### src/rtl/mac_accum.sv
// Streaming signed accumulator behind the multiplier.
// Sums product beats per group and presents a registered result.
module mac_accum #(
  parameter int WIDTH     = 8,
  parameter int ACC_WIDTH = 20,
  parameter int CNT_WIDTH = 8,
  parameter bit SAT       = 1'b1
) (
  input  logic                 clk,
  input  logic                 rst,
  input  logic                 clear,
  input  logic                 in_valid,
  output logic                 in_ready,
  input  logic [2*WIDTH-1:0]   in_product,
  input  logic                 in_last,
  output logic                 out_valid,
  input  logic                 out_ready,
  output logic [ACC_WIDTH-1:0] out_acc,
  output logic [CNT_WIDTH-1:0] out_count,
  output logic                 out_ovf
);

  localparam int M = ACC_WIDTH - 1;

  localparam logic [ACC_WIDTH-1:0] AMAX =
    {1'b0, {(ACC_WIDTH-1){1'b1}}};
  localparam logic [ACC_WIDTH-1:0] AMIN =
    {1'b1, {(ACC_WIDTH-1){1'b0}}};

  typedef enum logic {
    ACCUM = 1'b0,
    HOLD  = 1'b1
  } state_e;

  state_e state_q, state_d;

  logic [ACC_WIDTH-1:0] acc_q, acc_d;
  logic [CNT_WIDTH-1:0] cnt_q, cnt_d;
  logic                 ovf_q, ovf_d;
  logic [ACC_WIDTH-1:0] oacc_q, oacc_d;
  logic [CNT_WIDTH-1:0] ocnt_q, ocnt_d;
  logic                 oovf_q, oovf_d;

  logic [ACC_WIDTH-1:0] addend;
  logic [ACC_WIDTH-1:0] sum;
  logic [ACC_WIDTH-1:0] sum_fix;
  logic [CNT_WIDTH-1:0] cnt_inc;
  logic                 add_ovf;
  logic                 accept;
  logic                 consume;

  assign out_valid = (state_q == HOLD);
  assign in_ready  = ~clear & (~out_valid | out_ready);
  assign accept    = in_valid & in_ready;
  assign consume   = out_valid & out_ready;

  assign out_acc   = oacc_q;
  assign out_count = ocnt_q;
  assign out_ovf   = oovf_q;

  // Sign-extend the product and detect signed overflow of the add.
  assign addend  = ACC_WIDTH'($signed(in_product));
  assign sum     = acc_q + addend;
  assign add_ovf = (acc_q[M] == addend[M]) &&
                   (sum[M] != acc_q[M]);

  assign cnt_inc = (cnt_q == '1) ? cnt_q
                 : cnt_q + CNT_WIDTH'(1);

  // Clamp toward the addend's sign when saturating.
  always_comb begin
    sum_fix = sum;
    if (SAT && add_ovf) begin
      sum_fix = addend[M] ? AMIN : AMAX;
    end
  end

  // Next-state for the group accumulator, output register and FSM.
  always_comb begin
    state_d = state_q;
    acc_d   = acc_q;
    cnt_d   = cnt_q;
    ovf_d   = ovf_q;
    oacc_d  = oacc_q;
    ocnt_d  = ocnt_q;
    oovf_d  = oovf_q;

    if (clear) begin
      acc_d = '0;
      cnt_d = '0;
      ovf_d = 1'b0;
    end else if (accept) begin
      if (in_last) begin
        oacc_d = sum_fix;
        ocnt_d = cnt_inc;
        oovf_d = ovf_q | add_ovf;
        acc_d  = '0;
        cnt_d  = '0;
        ovf_d  = 1'b0;
      end else begin
        acc_d = sum_fix;
        cnt_d = cnt_inc;
        ovf_d = ovf_q | add_ovf;
      end
    end

    unique case (state_q)
      ACCUM: begin
        if (accept && in_last) begin
          state_d = HOLD;
        end
      end
      HOLD: begin
        if (consume && !(accept && in_last)) begin
          state_d = ACCUM;
        end
      end
      default: state_d = ACCUM;
    endcase
  end

  // State and data registers with asynchronous reset.
  always_ff @(posedge clk or posedge rst) begin
    if (rst) begin
      state_q <= ACCUM;
      acc_q   <= '0;
      cnt_q   <= '0;
      ovf_q   <= 1'b0;
      oacc_q  <= '0;
      ocnt_q  <= '0;
      oovf_q  <= 1'b0;
    end else begin
      state_q <= state_d;
      acc_q   <= acc_d;
      cnt_q   <= cnt_d;
      ovf_q   <= ovf_d;
      oacc_q  <= oacc_d;
      ocnt_q  <= ocnt_d;
      oovf_q  <= oovf_d;
    end
  end

endmodule

### config.mk
export PLATFORM = sky130hd
export DESIGN_NAME = mac_accum
export DESIGN_NICKNAME = d
export VERILOG_FILES = /design/src/rtl/mac_accum.sv
export SDC_FILE = /design/constraint.sdc
export NUM_CORES = 1
export LEC_CHECK = 0
export CAP_MARGIN = 20
export CORE_MARGIN = 10
export CORE_UTILIZATION = 30
export DETAILED_ROUTE_END_ITERATION = 6
export PLACE_DENSITY = 0.61
export SYNTH_ARGS = -nofsm -noshare
export SYNTH_HDL_FRONTEND = slang
export SYNTH_SLANG_ARGS = --single-unit
### constraint.sdc
create_clock -name clk -period 8.85 [get_ports clk]
set_input_delay 1.77 -clock clk [delete_from_list [all_inputs] [get_ports clk]]
set_output_delay 1.77 -clock clk [all_outputs]
set_load 0.05 [all_outputs]
Word-level counts from Yosys, hierarchy flattened
Index checks and enable logic that the tools add are counted.
{"block": "word_totals", "elab_cells": 40, "in_bits": 22, "output_inout_bits": 31, "ff_bits": 59}
{"block": "classes", "muxes": 15, "n_eq_ne": 3, "add_sub_neg": 2, "reduce_logical": 6, "n_bitwise": 7}
{"operator": "two-way mux 20 bit", "n": 5}
{"operator": "two-way mux 8 bit", "n": 4}
{"operator": "adder 20 bit", "n": 1}
{"operator": "adder 8 x 1 -> 8 bit (second input constant)", "n": 1}
{"operator": "== test 8 bit (second input constant)", "n": 1}
{"operator": "two-way mux 1 bit", "n": 5}
{"operator": "bitwise AND 1 bit", "n": 3}
{"operator": "logical AND 1 bit", "n": 3}
{"operator": "AND reduction 3 bit", "n": 1}
{"operator": "NOT 1 bit", "n": 2}
{"operator": "OR 1 bit", "n": 2}
{"operator": "one-hot mux 1 bit (2 select lines)", "n": 1}
{"operator": "nonzero test 2 bit", "n": 1}
{"operator": "== test 1 bit", "n": 1}
{"operator": "logical NOT 1 bit", "n": 1}
{"operator": "!= test 1 bit", "n": 1}

Longest topological paths before layout
{"block": "logic_depth", "depth_word": 9, "mapped_depth": 16, "ltp_nobuf": 16}

Worst setup path before layout
OpenSTA, ideal clock, no wires.
{"block": "synth_path", "path_type": "input -> register", "start": "input port in_product[14]", "end": "register acc_q[10]", "slack_ns": 3.952, "required_ns": 8.724, "t_arrival_ns": 4.772, "n_path_buf": 1, "stages": 14, "setup_time_ns": 0.126, "path_cell_list": "ha_1 -> buf_2 -> a21oi_2 -> o21bai_1 -> a221o_1 -> a31oi_2 -> nor2_1 -> a211oi_1 -> fa_1 -> nor2_1 -> nand2_1 -> o21ai_1 -> nor2_1 -> a221o_1"}
{"block": "synth_between", "elab_chain_len": 7}
{"element": "start, declared", "line_no": "14", "rtl": "input logic [2*WIDTH-1:0] in_product,"}
{"element": "adder 20 bit", "line_no": "63", "rtl": "assign sum = acc_q + addend;"}
{"element": "!= test 1 bit", "line_no": "65", "rtl": "(sum[M] != acc_q[M]);"}
{"element": "logical AND 1 bit", "line_no": "64", "rtl": "assign add_ovf = (acc_q[M] == addend[M]) &&"}
{"element": "two-way mux 20 bit", "line_no": "73", "rtl": "if (SAT && add_ovf) begin"}
{"element": "two-way mux 20 bit", "line_no": "93", "rtl": "if (in_last) begin"}
{"element": "two-way mux 20 bit", "line_no": "92", "rtl": "end else if (accept) begin"}
{"element": "two-way mux 20 bit", "line_no": "88", "rtl": "if (clear) begin"}
{"element": "end signal, assigned", "line_no": "126", "rtl": "acc_q <= '0;"}
{"element": "end signal, assigned", "line_no": "134", "rtl": "acc_q <= acc_d;"}
{"element": "end, declared", "line_no": "37", "rtl": "logic [ACC_WIDTH-1:0] acc_q, acc_d;"}
No other way between the ends. The select of a mux whose other input is x is not followed.
A chain may end at the register's enable or synchronous reset.

Final worst setup path
{"block": "layout_path", "start": "input port in_product[15]", "end": "register acc_q[11]"}
{"block": "layout_between", "elab_chain_len": 7, "word_cells_on_any_way": 9, "classes_between": "add/sub: 1; eq/ne: 2; mux: 5; reduce/logical: 1"}
{"element": "adder 20 bit", "line_no": "63"}
{"element": "!= test 1 bit", "line_no": "65"}
{"element": "logical AND 1 bit", "line_no": "64"}
{"element": "two-way mux 20 bit (*)", "line_no": "73"}
{"element": "two-way mux 20 bit (*)", "line_no": "93"}
{"element": "two-way mux 20 bit (*)", "line_no": "92"}
{"element": "two-way mux 20 bit (*)", "line_no": "88"}
Every way passes the cells marked *; elsewhere a longest branch is shown, timed or not. The select of a mux whose other input is x is not followed.

==> results.md <==
* Crit. End Element: register
* Initial antenna violation count at 0
* Average wire per standard cell at 16.4 um
* Area contributors post-synth: dfrtp_1, ha_1, nand2_1
* H-tree depth at 3
* Clock-pin slew on the worst setup and hold paths at 0.05 ns
* Critical Path Start Type: primary input
* FF-to-FF End: acc_q[11]
* Switching Share at 0.378
* Gate power share at 0.376
* Pin count of the biggest net entering global routing at 60
* Sequential share of the synthesized area at 0.422
* Die extent in y at 128 um
* Via-per-instance ratio at 5.10
* Worst r2r src: acc_q[12]
* Hold Crit Depth at 2
* Multiplexer share of the synthesized area at 0.0229
* Crit path cell chain: clkdlybuf4s50_1, ha_1, inv_1, o21bai_1, a221o_1, a31oi_2, nor2_1, a211oi_1, fa_1, nor2_1, nand2_1, o21ai_1, nor2_1, a221o_1
* WL final at 9640 um
* Crit path max fanout at 11
* Clock Latency Late Sink at 0.33 ns
* Bufs on Longest Clock Path at 2
* Initial DRC Count at 161
* Synthesized area at 3500 um2
* Root buf cell: clkbuf_16
* Final #Nets at 484
* Antenna cell count at 0
* Number of synthesized flops with an enable pin at 0
* Max Cap Viol at 0
* First-pass GRT wire length at 16000 um
* Worst clock skew at 0.00670 ns
* Setup Fix Bufs, Post-CTS at 0
* IO Pins at 53
* VDD IR-drop max at 0.0957 mV
* FP Rows at 39
* Synth Register Bits at 59
* Reg power frac at 0.315
* RSZ-0062 raised after global routing: no
* Top delay family on crit path: compound AO/OA/AOI/OAI gates
* Post-Synth Simple-Gate Area at 0.171
* Clock Sinks at 59
* Synth area leader: dfrtp_1
* Fin crit period at 5.71 ns
* Total power at 1080 uW
* CTS tree: built
* Via count at 2994
* Worst-margin pin slew at 0.848 ns
* WS Path Type: in2reg
* CP max stage delay at 0.64 ns
* Async S/R FF share, synth at 1.00
* Hold Crit Class: reg2reg
* Top FF cell, synth: dfrtp_1
* Largest family of logic cells by synthesized area: compound AO/OA/AOI/OAI gates
* Pleak at 0.00200 uW
* Worst slew margin at 0.433
* Cell variety after synth at 47
* Commonest cells after routing, fill and taps aside: nand2_1, dfrtp_1, clkdlybuf4s50_1, nor2_1, a21oi_1
* Core Region at 11400 um2
* Port Buffers at 52
* Vias in the first global route at 3094
* # fillers at 1176
* CTS hold repair buffers at 0
* Status: complete, no violations
* Internal power consumption at 673 uW
* Post-CTS Resized at 0
* Die Wd at 128 um
* Starting Density at 0.307
* Routed Antenna Nets at 0
* Post-synth top area share at 0.422
* XOR/XNOR Fraction of Synth Area at 0.0450
* Post-synthesis adder-cell area fraction at 0.0829
* Critical Path AT at 5.91 ns
* Flop2flop setup slack at 4.75 ns
* Critical Path RT at 9.06 ns
* Util after Layout at 0.389
* Slowest stage cell, crit path: clkdlybuf4s50_1
* Mapped Nets at 433
* Final Hold Vio Count at 0
* HPWL after DPL at 6880 um
* GRT overflow at 0
* Worst-case reg-to-reg path depth at 13
* Commonest non-fill, non-tap cell in the layout: nand2_1
* Gp weighted congestion at 0.838
* Tot GR Track Use at 0.122
* Number of setup violations in the final report at 0
* Setup TNS at 0 ns
* NetSw at 409 uW
* Min-delay src: out_acc[19]
* Fmax at 0.175 GHz
* Die area at 16400 um2
* Critical Path Most Common Cell: nor2_1
* PwrDens at 243 nW/um2
* Cts bufs inserted at 9
* Fin. max-slew vios at 0
* Ratio of cells with drive above 1 in the final layout at 0.0653
* Synth-to-layout area growth at 27.0%
* Avg Synthesized Cell Area at 9.00 um2
* Worst Hold Endpoint: out_acc[19]
* Worst path bufs/invs at 2
* Period utilization at 0.645
* Drt first pass iters at 4
* Clock power share at 0.309
* Synth Area in Compound Gates at 0.223
* Residual DRC count at 0
* Synth Instances at 389
* YS warnings at 0
stage by stage:
| step | instance area (um2) | cells | setup WS [ns] | hold WS, ns |
|---|---|---|---|---|
| CTS | 4450 | 587 | 3.18 | 0.487 |
| finish | 4450 | 587 | 3.14 | 0.480 |
| global placement | 4160 | 571 | 2.62 | 0.457 |
| detailed placement | 4170 | 572 | 2.82 | 0.466 |
| floorplan | 3500 | 389 | 3.95 | 0.460 |
| global route | 4450 | 587 | 2.90 | 0.512 |
cell type report:
cell class                      count  area [um2]  area share
Clock buffer                       12         236      0.0532
Tap cell                          143         179      0.0402
Multi-Input combinational cell    301        1910       0.430
Timing Repair Buffer               57         558       0.125
Sequential cell                    59        1480       0.332
Clock inverter                      3        40.0     0.00900
Inverter                           12        45.0      0.0101
worst max-delay path by stage:
stage / startpoint / cells after the start / slack, ns / end
final: in_product[15] / 14 / 3.14 / acc_q[11]
after global routing: in_product[15] / 14 / 2.90 / acc_q[14]
after CTS: in_product[15] / 14 / 3.18 / acc_q[12]
after detailed placement: in_product[15] / 14 / 2.82 / acc_q[17]
after global placement: in_product[15] / 16 / 2.62 / acc_q[16]
after floorplan: in_product[14] / 14 / 3.95 / acc_q[10]
cells by family after synthesis:
kind of cell / count (synthesis)
simple gates: 134
flops: 59
compound gates: 119
xor+xnor: 18
mux: 8
buf+inv: 29
fa+ha+maj: 22
registers in the layout, summed over array words and instances (netlist names):
register	flops
out_acc	20
acc_q	20
out_valid	1
ovf_q	1
out_count	8
out_ovf	1
cnt_q	8
worst register-to-register path: cells and delay by family, from the launching register on:
family	cells	cell delay, ns
AOI/OAI and AO/OA	7	1.96
adders and majority gates	2	0.93
and+or+nand+nor	4	0.71
DFF	1	0.37
power groups by stage:
stage          Sequential (uW)  Clock (uW)  Combinational (uW)
2_1_floorplan              457           0                 165
5_1_grt                    347         351                 442
6_report                   341         334                 407
3_3_place_gp               344           0                 407
3_5_place_dp               346           0                 409
4_1_cts                    342         344                 412
metal layers:
| layer | vias up | wire [um] | global-route usage |
|---|---|---|---|
| met5 | - | 0 | 0 |
| met4 | 0 | 238 | 0.0675 |
| met3 | 13 | 541 | 0.0294 |
| met2 | 65 | 4370 | 0.184 |
| met1 | 1423 | 4480 | 0.156 |
| li1 | 1493 | - | - |
cell usage after synthesis, types with 4 or more instances:
cell type	instances
o21ai_0	24
mux2i_1	8
a221o_1	11
xor2_1	4
o21ai_1	23
a21oi_1	27
and2_1	6
nand4_1	4
nor3_1	5
nand3_1	4
and3_1	8
dfrtp_1	59
or3_1	5
nand2_1	60
o21bai_1	5
clkbuf_1	15
nor2_1	34
inv_1	9
xnor2_1	14
ha_1	20
a21o_1	5
Power figures use the tool's default switching activity.
